<file path="config.mk">
export PLATFORM = sky130hd
export DESIGN_NAME = neuron_mac
export DESIGN_NICKNAME = d
export VERILOG_FILES = /design/src/rtl/nn_fixed_pkg.sv /design/src/rtl/fixed_sat_round.sv /design/src/rtl/neuron_mac.sv
export SDC_FILE = /design/constraint.sdc
export NUM_CORES = 1
export LEC_CHECK = 0
export ABC_AREA = 1
export ABC_CLOCK_PERIOD_IN_PS = 2200
export CORE_UTILIZATION = 40
export CTS_CLUSTER_SIZE = 20
export DETAILED_ROUTE_END_ITERATION = 10
export SYNTH_ARGS = -nofsm -noshare
export SYNTH_HDL_FRONTEND = slang
export SYNTH_HIERARCHICAL = 1
export SYNTH_SLANG_ARGS = --single-unit
</file>
<file path="constraint.sdc">
create_clock -name clk -period 2.2 [get_ports clk]
set_input_delay 0.44 -clock clk [delete_from_list [all_inputs] [get_ports clk]]
set_output_delay 0.44 -clock clk [all_outputs]
set_load 0.005 [all_outputs]
</file>
<file path="src/rtl/nn_fixed_pkg.sv">
// Shared Q5.12 fixed-point constants and the MAC controller state encoding.
package nn_fixed_pkg;
  localparam int Q_W         = 18;
  localparam int Q_FRAC_BITS = 12;

  localparam logic [Q_W-1:0] SAT_MAX = 18'h1FFFF;
  localparam logic [Q_W-1:0] SAT_MIN = 18'h20000;

  typedef enum logic [1:0] {
    IDLE  = 2'd0,
    ACCUM = 2'd1,
    DRAIN = 2'd2,
    SCALE = 2'd3
  } mac_state_e;
endpackage

</file>
<file path="src/rtl/fixed_sat_round.sv">
// Combinational wide-accumulator to Q5.12 conversion: arithmetic shift
// (floor) followed by signed saturation to 18 bits.
module fixed_sat_round
  import nn_fixed_pkg::*;
#(
  parameter int IN_W  = 48,
  parameter int SHIFT = Q_FRAC_BITS
) (
  input  logic signed [IN_W-1:0] din,
  output logic [Q_W-1:0]         dout,
  output logic                   sat
);
  logic signed [IN_W-1:0] r;
  logic                   hi_ones;
  logic                   hi_zeros;

  assign r = din >>> SHIFT;

  // r fits in Q_W bits only if everything above the result sign bit matches it
  assign hi_ones  = &r[IN_W-1:Q_W-1];
  assign hi_zeros = ~|r[IN_W-1:Q_W-1];

  always_comb begin
    sat  = ~(hi_ones | hi_zeros);
    dout = r[Q_W-1:0];
    if (sat) dout = r[IN_W-1] ? SAT_MIN : SAT_MAX;
  end
endmodule

</file>
<file path="src/rtl/neuron_mac.sv">
// One-neuron multiply-accumulate feeding the sigmoid x1 input.
// Optional NEURON_MAC_OVF_EN adds a sticky saturation flag output (ovf).
module neuron_mac
  import nn_fixed_pkg::*;
#(
  parameter int N_INPUTS  = 784,
  parameter int FRAC_BITS = Q_FRAC_BITS,
  parameter int ACC_W     = 48
) (
  input  logic           clk,
  input  logic           reset,
  input  logic           start,
  input  logic [Q_W-1:0] bias,
  input  logic           in_valid,
  output logic           in_ready,
  input  logic [Q_W-1:0] in_data,
  input  logic [Q_W-1:0] in_weight,
  output logic           busy,
  output logic           out_valid,
`ifdef NEURON_MAC_OVF_EN
  output logic           ovf,
`endif
  output logic [Q_W-1:0] x1
);
  localparam int          P_W    = 2 * Q_W;
  localparam int          STAGES = 2;
  localparam logic [15:0] LAST   = 16'(N_INPUTS - 1);

  mac_state_e              state, nxt;
  logic [15:0]             count;
  logic [STAGES:1]         vld_pipe;
  logic signed [P_W-1:0]   prod;
  logic signed [ACC_W-1:0] acc;
  logic [Q_W-1:0]          sat_dout;
  logic                    xfer, start_ok, load_x1;
`ifdef NEURON_MAC_OVF_EN
  logic                    sat_hit;
`else
  logic                    sat_unused;
`endif

  assign in_ready  = (state == ACCUM);
  assign xfer      = in_valid & in_ready;
  assign start_ok  = (state == IDLE) & start;
  assign busy      = (state == ACCUM) | (state == DRAIN);
  assign out_valid = (state == SCALE);
  assign load_x1   = (state == DRAIN) & (nxt == SCALE);

  always_comb begin
    nxt = state;
    case (state)
      IDLE:    if (start) nxt = ACCUM;
      ACCUM:   if (xfer && count == LAST) nxt = DRAIN;
      DRAIN:   if (vld_pipe == '0) nxt = SCALE;
      SCALE:   nxt = IDLE;
      default: nxt = IDLE;
    endcase
  end

  always_ff @(posedge clk or negedge reset) begin
    if (!reset) state <= IDLE;
    else        state <= nxt;
  end

  // stage 1: product register; stage 2: accumulate
  always_ff @(posedge clk or negedge reset) begin
    if (!reset) begin
      count    <= '0;
      vld_pipe <= '0;
      prod     <= '0;
      acc      <= '0;
    end else begin
      vld_pipe <= {vld_pipe[STAGES-1:1], xfer};
      if (xfer) begin
        prod  <= $signed(in_data) * $signed(in_weight);
        count <= count + 16'd1;
      end
      if (start_ok) begin
        // bias moved onto the Q10.24 product scale
        acc   <= {{(ACC_W-Q_W){bias[Q_W-1]}}, bias} << FRAC_BITS;
        count <= '0;
      end else if (vld_pipe[1]) begin
        acc <= acc + {{(ACC_W-P_W){prod[P_W-1]}}, prod};
      end
    end
  end

  fixed_sat_round #(.IN_W(ACC_W), .SHIFT(FRAC_BITS)) u_sat (
    .din  (acc),
    .dout (sat_dout),
`ifdef NEURON_MAC_OVF_EN
    .sat  (sat_hit)
`else
    .sat  (sat_unused)
`endif
  );

  always_ff @(posedge clk or negedge reset) begin
    if (!reset)       x1 <= '0;
    else if (load_x1) x1 <= sat_dout;
  end

`ifdef NEURON_MAC_OVF_EN
  always_ff @(posedge clk or negedge reset) begin
    if (!reset)                  ovf <= 1'b0;
    else if (start_ok)           ovf <= 1'b0;
    else if (load_x1 && sat_hit) ovf <= 1'b1;
  end
`endif
endmodule
</file>
==> impl_metrics.json, run 1 <==
{
  "data_arrival_time_of_the_critical_path_ps": 5450,
  "crit_path_max_incr_delay_ps": 610,
  "endpoint_of_the_most_critical_register_to_register_path": "acc[45]",
  "ff2ff_path_depth": 14,
  "post_detail_place_hpwl_um": 55400,
  "failed_checks": "negative setup slack",
  "row_count": 86,
  "hold_class": "reg2reg",
  "met2_usage_pct": 43.5,
  "busiest_layer": "met2",
  "finClkSkew_ps": 11.2,
  "worstSetupPathType": "in2reg",
  "areaGrowthSynthToFinish_pct": 41.1,
  "worst_path_most_repeated_cell": "sky130_fd_sc_hd__nand2_1",
  "largest_net_degree_at_the_start_of_global_routing": 53,
  "finalNetCount": 4231,
  "average_cell_area_after_synthesis_um2": 6.96,
  "firstDrtPassIters": 5,
  "finalWorstPathRequiredPeriod_ps": 5120,
  "grt_setup_unrepaired": "true",
  "grt_pass1_vias": 21547,
  "netlist_area_um2": 22500,
  "chipWidth_um": 239,
  "clock_slew_at_the_register_clock_pins_of_the_worst_setup_and_hold_paths_ps": 70,
  "hold_violations": 0,
  "detail_route.vias_per_cell": 4.75,
  "fp.dieArea_um2": 57200,
  "worstReg2RegStart": "prod[35]",
  "maxSlewHeadroom_pct": 68.5,
  "finalCritPeriodShare_pct": 233,
  "place_worst_setup_slack_ps": -3890,
  "cts.sinks": 122,
  "rrSetupSlack_ps": 40,
  "count_of_synthesis_stage_warnings_from_yosys": 6,
  "setup_violations": 33,
  "wl_um": 71900,
  "fmaxAchievable_mhz": 195,
  "holdPathStages": 2,
  "status": "finished, violations left",
  "vias": 21186,
  "met1_usage_pct": 33.6,
  "die_height_um": 239,
  "core_um2": 55300,
  "drc": 0,
  "clock-root-buffer": "sky130_fd_sc_hd__clkbuf_16",
  "mappedNetlistNets": 3770,
  "critPathMaxFanout": 7,
  "routed_wire_length_per_instance_um": 16.1,
  "drt_first_iter_violations": 1186,
  "timing.critical_path.from_type": "input pin",
  "globalplace.congestion": 0.955,
  "top_level_ports": 79,
  "first_pass_grt_wire_length_um": 114000,
  "clock_tree.htree_level_count": 4,
  "slew_viol_final": 0,
  "timing.critical_path.slowest_stage_cell": "sky130_fd_sc_hd__fa_2",
  "clock_insertion_delay_worst_skew_ps": 440,
  "cts_made_buffers": 17,
  "share_of_cells_above_drive_strength_1_pct": 31.4,
  "maxcap_violations": 0,
  "worst-endpoint-required_ps": 2530,
  "antennaDiodeCount": 0,
  "grt_use_total_pct": 25.6,
  "tritoncts": "built",
  "placement.io_buffers": 78,
  "hold_start": "acc[5]",
  "starting_density_pct": 40.7,
  "clock_tree.buffer_depth": 2,
  "route.antenna.remaining_nets": 0,
  "syn-instance-count": 3236,
  "timing_worst_slew_pin_value_ps": 472,
  "timing.final.ws_setup_ps": -2920,
  "end_kind": "register",
  "met3_usage_in_global_routing_pct": 3.61,
  "antenna_found_initial": 0,
  "globalRouteOverflowTotal": 0,
  "worstHoldEndpoint": "acc[5]"
}
==> final cells by class <==
class | count | area, um2
clock buffers | 18 | 439
flip-flops and latches | 122 | 3070
inverters | 878 | 3320
well taps | 748 | 936
fillers | 5059 | 23500
multi-input cells | 2139 | 18600
clock inverters | 13 | 121
repair buffers | 539 | 5310
==> routing by layer <==
metal / vias up / part of all wire, %
li1: 10423 / -
met1: 10118 / 43
met2: 521 / 48
met3: 124 / 5.9
met4: 0 / 3.1
met5: - / 0
==> registers in the layout, indices dropped and copies added (netlist names) <==
signal	flops
acc	48
prod	36
x1	18
count	16
state	2
vld_pipe	2
==> how the worst max path moves through the flow <==
| stage | startpoint | endpoint | slack (ps) | cells past startpoint |
|---|---|---|---|---|
| 2_1_floorplan | in_data[17] | prod[27] | -3200 | 25 |
| 3_3_place_gp | in_weight[4] | prod[33] | -3890 | 23 |
| 3_5_place_dp | in_weight[5] | prod[33] | -3890 | 23 |
| 4_1_cts | in_weight[17] | prod[32] | -2940 | 26 |
| 5_1_grt | in_data[17] | prod[35] | -3110 | 24 |
| 6_report | in_data[17] | prod[35] | -2920 | 25 |
==> stage by stage <==
stage	hold slack (ps)	area (um2)	TNS [ps]	std cells	utilization, %
3_5_place_dp	410	27300	-114500	4305	49.4
2_1_floorplan	144	23800	-82950	3236	-
6_report	495	31800	-81190	4457	57.4
3_3_place_gp	414	27300	-114050	4305	49.4
4_1_cts	495	30300	-82230	4437	54.7
5_1_grt	510	31800	-86220	4457	57.4
==> critical path: cells and delay by family <==
| family | cells | cell delay, ps |
|---|---|---|
| buffers and inverters | 10 | 880 |
| adders and majority gates | 7 | 3410 |
| and+or+nand+nor | 8 | 700 |
==> cells in the final DEF (no fill, tap or decap), types with 24 or more instances in the layout <==
cell type,instances
sky130_fd_sc_hd__inv_1,762
sky130_fd_sc_hd__clkdlybuf4s50_1,41
sky130_fd_sc_hd__a21oi_2,31
sky130_fd_sc_hd__fa_2,45
sky130_fd_sc_hd__nand2_4,39
sky130_fd_sc_hd__nand2_1,865
sky130_fd_sc_hd__nand2_2,88
sky130_fd_sc_hd__ha_4,78
sky130_fd_sc_hd__nand4_1,31
sky130_fd_sc_hd__fa_1,285
sky130_fd_sc_hd__o21ai_0,24
sky130_fd_sc_hd__ha_1,63
sky130_fd_sc_hd__nor2_4,37
sky130_fd_sc_hd__nand3_2,36
sky130_fd_sc_hd__buf_12,38
sky130_fd_sc_hd__buf_4,348
sky130_fd_sc_hd__dfrtp_1,110
sky130_fd_sc_hd__nor2_1,110
sky130_fd_sc_hd__a21oi_1,58
sky130_fd_sc_hd__nor2_2,47
sky130_fd_sc_hd__inv_2,106
sky130_fd_sc_hd__buf_6,66
sky130_fd_sc_hd__nand3_1,99
==> timing repair <==
| action | CTS | global route |
|---|---|---|
| pin swaps | 204 | 162 |
| setup endpoints to repair | 55 | 71 |
| setup buffers | 85 | 24 |
| hold buffers | 1 | 0 |
| gates resized for setup | 498 | 380 |
| hold endpoints to repair | 26 | 0 |
| gates cloned | 18 | 1 |
Power of run 1 is not shown: default switching activity piles up to over one toggle a cycle in this logic, so the estimate is an artifact.
==> run 2, diff against run 1 <==
--- a/config.mk
+++ b/config.mk
@@ -10,6 +10,7 @@
 export CORE_UTILIZATION = 40
 export CTS_CLUSTER_SIZE = 20
 export DETAILED_ROUTE_END_ITERATION = 10
+export GPL_TIMING_DRIVEN = 0
 export SYNTH_ARGS = -nofsm -noshare
 export SYNTH_HDL_FRONTEND = slang
 export SYNTH_HIERARCHICAL = 1
==> impl_metrics.json, run 2 (synthesized netlist as in run 1, its figures left out) <==
{
  "status": "finished, violations left",
  "failed_checks": "negative setup slack",
  "busiest_layer": "met2",
  "tritoncts": "built",
  "fill_cells": 5209,
  "starting_density_pct": 40.7,
  "clock-root-buffer": "sky130_fd_sc_hd__clkbuf_16",
  "crit_path_max_incr_delay_ps": 560,
  "largest_register_ffs": 48,
  "tns_ps": -82490,
  "sequential_cell_area_um2": 3070,
  "final_core_util_pct": 54.7,
  "grt_pass1_vias": 20624,
  "first_pass_grt_wire_length_um": 113000,
  "placement.io_buffers": 43,
  "timing.critical_path.slowest_stage_cell": "sky130_fd_sc_hd__fa_1",
  "areaGrowthSynthToFinish_pct": 34.5,
  "met3_usage_in_global_routing_pct": 3.02,
  "cts.sinks": 122,
  "die_height_um": 239,
  "fp.dieArea_um2": 57200,
  "maxcap_violations": 0,
  "met1_usage_pct": 33.5,
  "hold_class": "in2reg",
  "timing_worst_slew_pin_value_ps": 615,
  "placedInstanceArea_um2": 25200,
  "clock_tree.buffer_depth": 2,
  "drc": 0,
  "clock_tree.htree_level_count": 4,
  "registers.top_by_ff_count": "acc",
  "most-common-layout-cells": "876 x sky130_fd_sc_hd__nand2_1, 776 x sky130_fd_sc_hd__inv_1, 301 x sky130_fd_sc_hd__fa_1, 112 x sky130_fd_sc_hd__buf_4, 111 x sky130_fd_sc_hd__dfrtp_1",
  "end_kind": "register",
  "fmaxAchievable_mhz": 191,
  "finalWorstPathRequiredPeriod_ps": 5230,
  "grt_use_total_pct": 25.7,
  "final_area_um2": 30300,
  "core_um2": 55300,
  "antenna_found_initial": 0,
  "multi_input_comb_area_um2": 19000,
  "finClkSkew_ps": 13.9,
  "chipWidth_um": 239,
  "route.antenna.remaining_nets": 0,
  "maxSlewHeadroom_pct": 59.0,
  "slew_viol_final": 0,
  "most_frequent_standard_cell_in_the_layout_excluding_fill_and_tap_cells": "sky130_fd_sc_hd__nand2_1",
  "largestRegisters": "acc x48, prod x36, x1 x18",
  "drt_first_iter_violations": 1303,
  "data_arrival_time_of_the_critical_path_ps": 5550,
  "largest_net_degree_at_the_start_of_global_routing": 78,
  "met2_usage_pct": 44.2,
  "wl_um": 73300,
  "globalRouteOverflowTotal": 0,
  "worst-endpoint-required_ps": 2520,
  "vias": 20725,
  "clock_slew_at_the_register_clock_pins_of_the_worst_setup_and_hold_paths_ps": 60,
  "routed_wire_length_per_instance_um": 17.4,
  "timing.critical_path.from_type": "input pin",
  "share_of_cells_above_drive_strength_1_pct": 26.0,
  "setup_violations": 34,
  "hold_violations": 0,
  "clock_insertion_delay_worst_skew_ps": 440,
  "globalplace.congestion": 1.00,
  "top_level_ports": 79,
  "finalCritPeriodShare_pct": 238,
  "row_count": 86,
  "post_detail_place_hpwl_um": 57400,
  "timing.final.ws_setup_ps": -3030,
  "antennaDiodeCount": 0,
  "finalNetCount": 3985,
  "firstDrtPassIters": 5,
  "grt_setup_unrepaired": "true",
  "critPathMaxFanout": 6,
  "worst_path_most_repeated_cell": "sky130_fd_sc_hd__inv_2",
  "detail_route.vias_per_cell": 4.92,
  "worstSetupPathType": "in2reg",
  "cts_made_buffers": 17
}
-- run 2: through the flow --
step	worst slack [ps]	cells	hold WS [ps]
2_1_floorplan	-3200	3236	144
3_3_place_gp	-4400	4027	471
3_5_place_dp	-4340	4028	407
4_1_cts	-3000	4151	345
5_1_grt	-3220	4210	403
6_report	-3030	4210	349
-- run 2: cell type report --
| class | instances | area share, % |
|---|---|---|
| multi-input cells | 2139 | 62.6 |
| flip-flops and latches | 122 | 10.1 |
| clock buffers | 20 | 1.51 |
| plain buffers | 97 | 5.06 |
| clock inverters | 10 | 0.393 |
| repair inverters | 1 | 0.0165 |
| repair buffers | 195 | 6.15 |
| well taps | 748 | 3.09 |
| inverters | 878 | 11.0 |
-- run 2: metal layers --
metal	routed length, um	part of all wire [%]
met2	35100	48
met5	0	0
met4	2480	3.4
met1	31600	43
met3	4150	5.7
-- run 2: worst paths after layout --
path | endpoint | cells past startpoint | startpoint | slack, ps
setup / recovery | prod[27] | 27 | in_data[17] | -3030
min in group asynchronous | count[6] | 2 | reset | 520
max in group asynchronous | prod[35] | 3 | reset | 910
hold / removal | prod[0] | 3 | in_weight[0] | 350
setup reg to reg | acc[43] | 13 | prod[35] | -50
hold reg to reg | x1[0] | 1 | x1[0] | 500
-- run 2: repair_timing --
item,CTS,global route
gates cloned,3,2
pin swaps,151,198
hold endpoints to repair,45,0
gates resized for setup,388,398
hold buffers,1,0
setup endpoints to repair,78,83
setup buffers,89,58
-- run 2: worst max-delay path: cells and delay by family --
kind | cells | cell delay, ps
adders and majority gates | 7 | 3230
buffers and inverters | 11 | 960
and+or+nand+nor | 9 | 910
Power of run 2 is left out for the same reason.
==> run 3, diff against run 2 <==
--- a/config.mk
+++ b/config.mk
@@ -7,10 +7,10 @@
 export LEC_CHECK = 0
 export ABC_AREA = 1
 export ABC_CLOCK_PERIOD_IN_PS = 2200
-export CORE_UTILIZATION = 40
+export CORE_UTILIZATION = 60
 export CTS_CLUSTER_SIZE = 20
 export DETAILED_ROUTE_END_ITERATION = 10
-export GPL_TIMING_DRIVEN = 0
+export PLACE_DENSITY = 0.78
 export SYNTH_ARGS = -nofsm -noshare
 export SYNTH_HDL_FRONTEND = slang
 export SYNTH_HIERARCHICAL = 1
==> impl_metrics.json, run 3 <==
{
  "status": "did not finish",
  "haltStage": "5_1_grt",
  "run.stop_error": "[ERROR GRT-0232] Routing congestion too high. Check the congestion heatmap in the GUI.",
  "cts.sinks": 122,
  "grt_use_total_pct": 73.2,
  "placedInstanceArea_um2": 27000,
  "placement.io_buffers": 78,
  "globalRouteOverflowTotal": 10,
  "cts_made_buffers": 17,
  "clock-root-buffer": "sky130_fd_sc_hd__clkbuf_16",
  "worst_path_end_type": "sequential cell input",
  "globalroute.repair_timing.worst_endpoint": "prod[23]$_DFFE_PN0P_/D",
  "dp_cells": 4037,
  "average_cell_area_after_synthesis_um2": 6.96,
  "globalplace.congestion": 1.01,
  "syn-instance-count": 3236,
  "post_detail_place_hpwl_um": 58200,
  "chipWidth_um": 196,
  "mappedNetlistNets": 3770,
  "starting_density_pct": 61.2,
  "count_of_synthesis_stage_warnings_from_yosys": 6,
  "top_level_ports": 79,
  "largest_net_degree_at_the_start_of_global_routing": 64,
  "netlist_area_um2": 22500,
  "die_height_um": 196,
  "clock_tree.htree_level_count": 4,
  "row_count": 70,
  "clock_tree.buffer_depth": 2
}
-- run 3: metrics by stage --
stage	util (%)	TNS, ps	setup slack [ps]
2_1_floorplan	-	-82950	-3200
3_3_place_gp	73.4	-113210	-3900
3_5_place_dp	73.4	-116670	-4060
4_1_cts	81.8	-82250	-2960
-- run 3: per-layer routing --
| layer | GRT overflow | global-route usage [%] |
|---|---|---|
| met4 | 4 | 72.0 |
| met3 | 1 | 57.9 |
| met5 | 0 | 31.0 |
| met1 | 0 | 72.5 |
| met2 | 5 | 90.5 |
-- run 3: repair_timing --
| action | 4_1_cts |
|---|---|
| hold buffers | 1 |
| setup endpoints to repair | 55 |
| hold endpoints to repair | 11 |
| cloned | 12 |
| pin swaps | 216 |
| resized for setup | 571 |
| setup buffers | 95 |
==> run 4, diff against run 3 <==
--- a/config.mk
+++ b/config.mk
@@ -7,10 +7,9 @@
 export LEC_CHECK = 0
 export ABC_AREA = 1
 export ABC_CLOCK_PERIOD_IN_PS = 2200
-export CORE_UTILIZATION = 60
-export CTS_CLUSTER_SIZE = 20
+export CORE_UTILIZATION = 40
 export DETAILED_ROUTE_END_ITERATION = 10
-export PLACE_DENSITY = 0.78
+export PLACE_DENSITY_LB_ADDON = 0.15
 export SYNTH_ARGS = -nofsm -noshare
 export SYNTH_HDL_FRONTEND = slang
 export SYNTH_HIERARCHICAL = 1
==> impl_metrics.json, run 4 (synthesized netlist as in run 1, its figures left out) <==
{
  "status": "finished, violations left",
  "failed_checks": "negative setup slack",
  "finalWorstPathRequiredPeriod_ps": 5110,
  "worstSetupPathType": "in2reg",
  "registers.top_by_ff_count": "acc",
  "fmaxAchievable_mhz": 196,
  "placement.io_buffers": 78,
  "maxSlewHeadroom_pct": 67.7,
  "drc": 0,
  "wl_um": 77700,
  "chipWidth_um": 239,
  "antenna_found_initial": 0,
  "setup_violations": 33,
  "most_frequent_standard_cell_in_the_layout_excluding_fill_and_tap_cells": "sky130_fd_sc_hd__nand2_1",
  "globalRouteOverflowTotal": 0,
  "globalplace.congestion": 0.967,
  "grt_pass1_vias": 23309,
  "firstDrtPassIters": 5,
  "finalNetCount": 4255,
  "timing.final.ws_setup_ps": -2910,
  "starting_density_pct": 40.7,
  "vias": 21836,
  "routed_wire_length_per_instance_um": 17.3,
  "crit_path_max_incr_delay_ps": 580,
  "drt_first_iter_violations": 976,
  "timing_worst_slew_pin_value_ps": 485,
  "largest_register_ffs": 48,
  "hold_class": "in2async",
  "post_detail_place_hpwl_um": 60500,
  "slew_viol_final": 0,
  "cpLargestDelayFamily": "adder cells",
  "grt_use_total_pct": 27.9,
  "largest_net_degree_at_the_start_of_global_routing": 51,
  "die_height_um": 239,
  "detail_route.vias_per_cell": 4.87,
  "cts.sinks": 122,
  "core_um2": 55300,
  "grt_setup_unrepaired": "true",
  "end_kind": "register",
  "worst-endpoint-required_ps": 2540,
  "finClkSkew_ps": 21.9,
  "cts_made_buffers": 17,
  "timing.critical_path.slowest_stage_cell": "sky130_fd_sc_hd__fa_2",
  "antennaDiodeCount": 0,
  "clock_tree.htree_level_count": 4,
  "critPathMaxFanout": 4,
  "top_level_ports": 79,
  "route.antenna.remaining_nets": 0,
  "data_arrival_time_of_the_critical_path_ps": 5450,
  "hold_violations": 0,
  "clock-root-buffer": "sky130_fd_sc_hd__clkbuf_16",
  "areaGrowthSynthToFinish_pct": 44.8,
  "finalCritPeriodShare_pct": 232,
  "first_pass_grt_wire_length_um": 124000,
  "clock_insertion_delay_worst_skew_ps": 460,
  "most-common-layout-cells": "861 x sky130_fd_sc_hd__nand2_1, 748 x sky130_fd_sc_hd__inv_1, 339 x sky130_fd_sc_hd__buf_4, 287 x sky130_fd_sc_hd__fa_1, 121 x sky130_fd_sc_hd__inv_2",
  "row_count": 86,
  "timing.critical_path.from_type": "input pin",
  "clock_tree.buffer_depth": 2,
  "tritoncts": "built",
  "largestRegisters": "acc x48, prod x36, x1 x18",
  "worst-path-buf-inv": 6,
  "tns_ps": -79530,
  "maxcap_violations": 0,
  "worst_path_most_repeated_cell": "sky130_fd_sc_hd__fa_1",
  "cp_cell_sequence": "buf_8 -> buf_12 -> buf_12 -> buf_4 -> nand2_1 -> fa_1 -> inv_1 -> fa_1 -> fa_1 -> fa_2 -> fa_1 -> fa_2 -> ha_4 -> a21oi_4 -> o21ai_0 -> buf_4 -> nor2_4 -> nand3_2 -> or2_4 -> nand3_2 -> nand2_1",
  "clock_slew_at_the_register_clock_pins_of_the_worst_setup_and_hold_paths_ps": 60,
  "fp.dieArea_um2": 57200,
  "share_of_cells_above_drive_strength_1_pct": 33.3
}
[run 4: what timing repair did]
item / in CTS / in global routing
pin swaps: 195 / 197
setup buffers: 88 / 37
setup endpoints to repair: 64 / 67
endpoints found under the hold margin: 17 / 0
resized for setup: 629 / 370
hold buffers: 1 / 0
cloned: 17 / 2
[run 4: routing by layer]
layer	wire [um]	share of wire, %	track usage [%]
met5	0	0	0
met4	2840	3.7	9.65
met3	2880	3.7	2.55
met2	39900	51	51.4
met1	32100	41	33.9
[run 4: path summary, 6_finish.rpt]
path | startpoint | to | slack [ps] | depth (start not counted)
max in group asynchronous | reset | acc[14] | 1160 | 3
max | in_data[9] | prod[24] | -2910 | 21
min | reset | count[10] | 420 | 2
min in group clk | vld_pipe[1] | vld_pipe[2] | 500 | 0
min reg2reg | vld_pipe[1] | vld_pipe[2] | 500 | 0
max reg2reg | prod[20] | acc[45] | 70 | 12
[run 4: cell type report]
cell class | instances | area (um2)
Clock buffer | 19 | 453
Clock inverter | 13 | 134
Fill cell | 5080 | 22700
Inverter | 878 | 3320
Multi-Input combinational cell | 2139 | 19000
Sequential cell | 122 | 3080
Tap cell | 748 | 936
Timing Repair Buffer | 563 | 5660
[run 4: metrics by stage]
step / instance area [um2] / setup WS, ps / hold WS [ps] / std cells / util (%)
CTS: 31000 / -2890 / 423 / 4455 / 56.0
global placement: 27500 / -4170 / 350 / 4321 / 49.7
global route: 32600 / -3050 / 455 / 4482 / 58.9
finish: 32600 / -2910 / 423 / 4482 / 58.9
detailed placement: 27500 / -4130 / 360 / 4321 / 49.7
floorplan: 23800 / -3200 / 144 / 3236 / -
[run 4: worst reg2reg max path, delay by kind of cell, from the launching register on]
kind | cells | cell delay [ps]
AOI/OAI and AO/OA | 1 | 140
adders and majority gates | 1 | 320
buffers and inverters | 2 | 280
DFF | 1 | 470
and+or+nand+nor | 8 | 870
Power of run 4 is left out for the same reason.
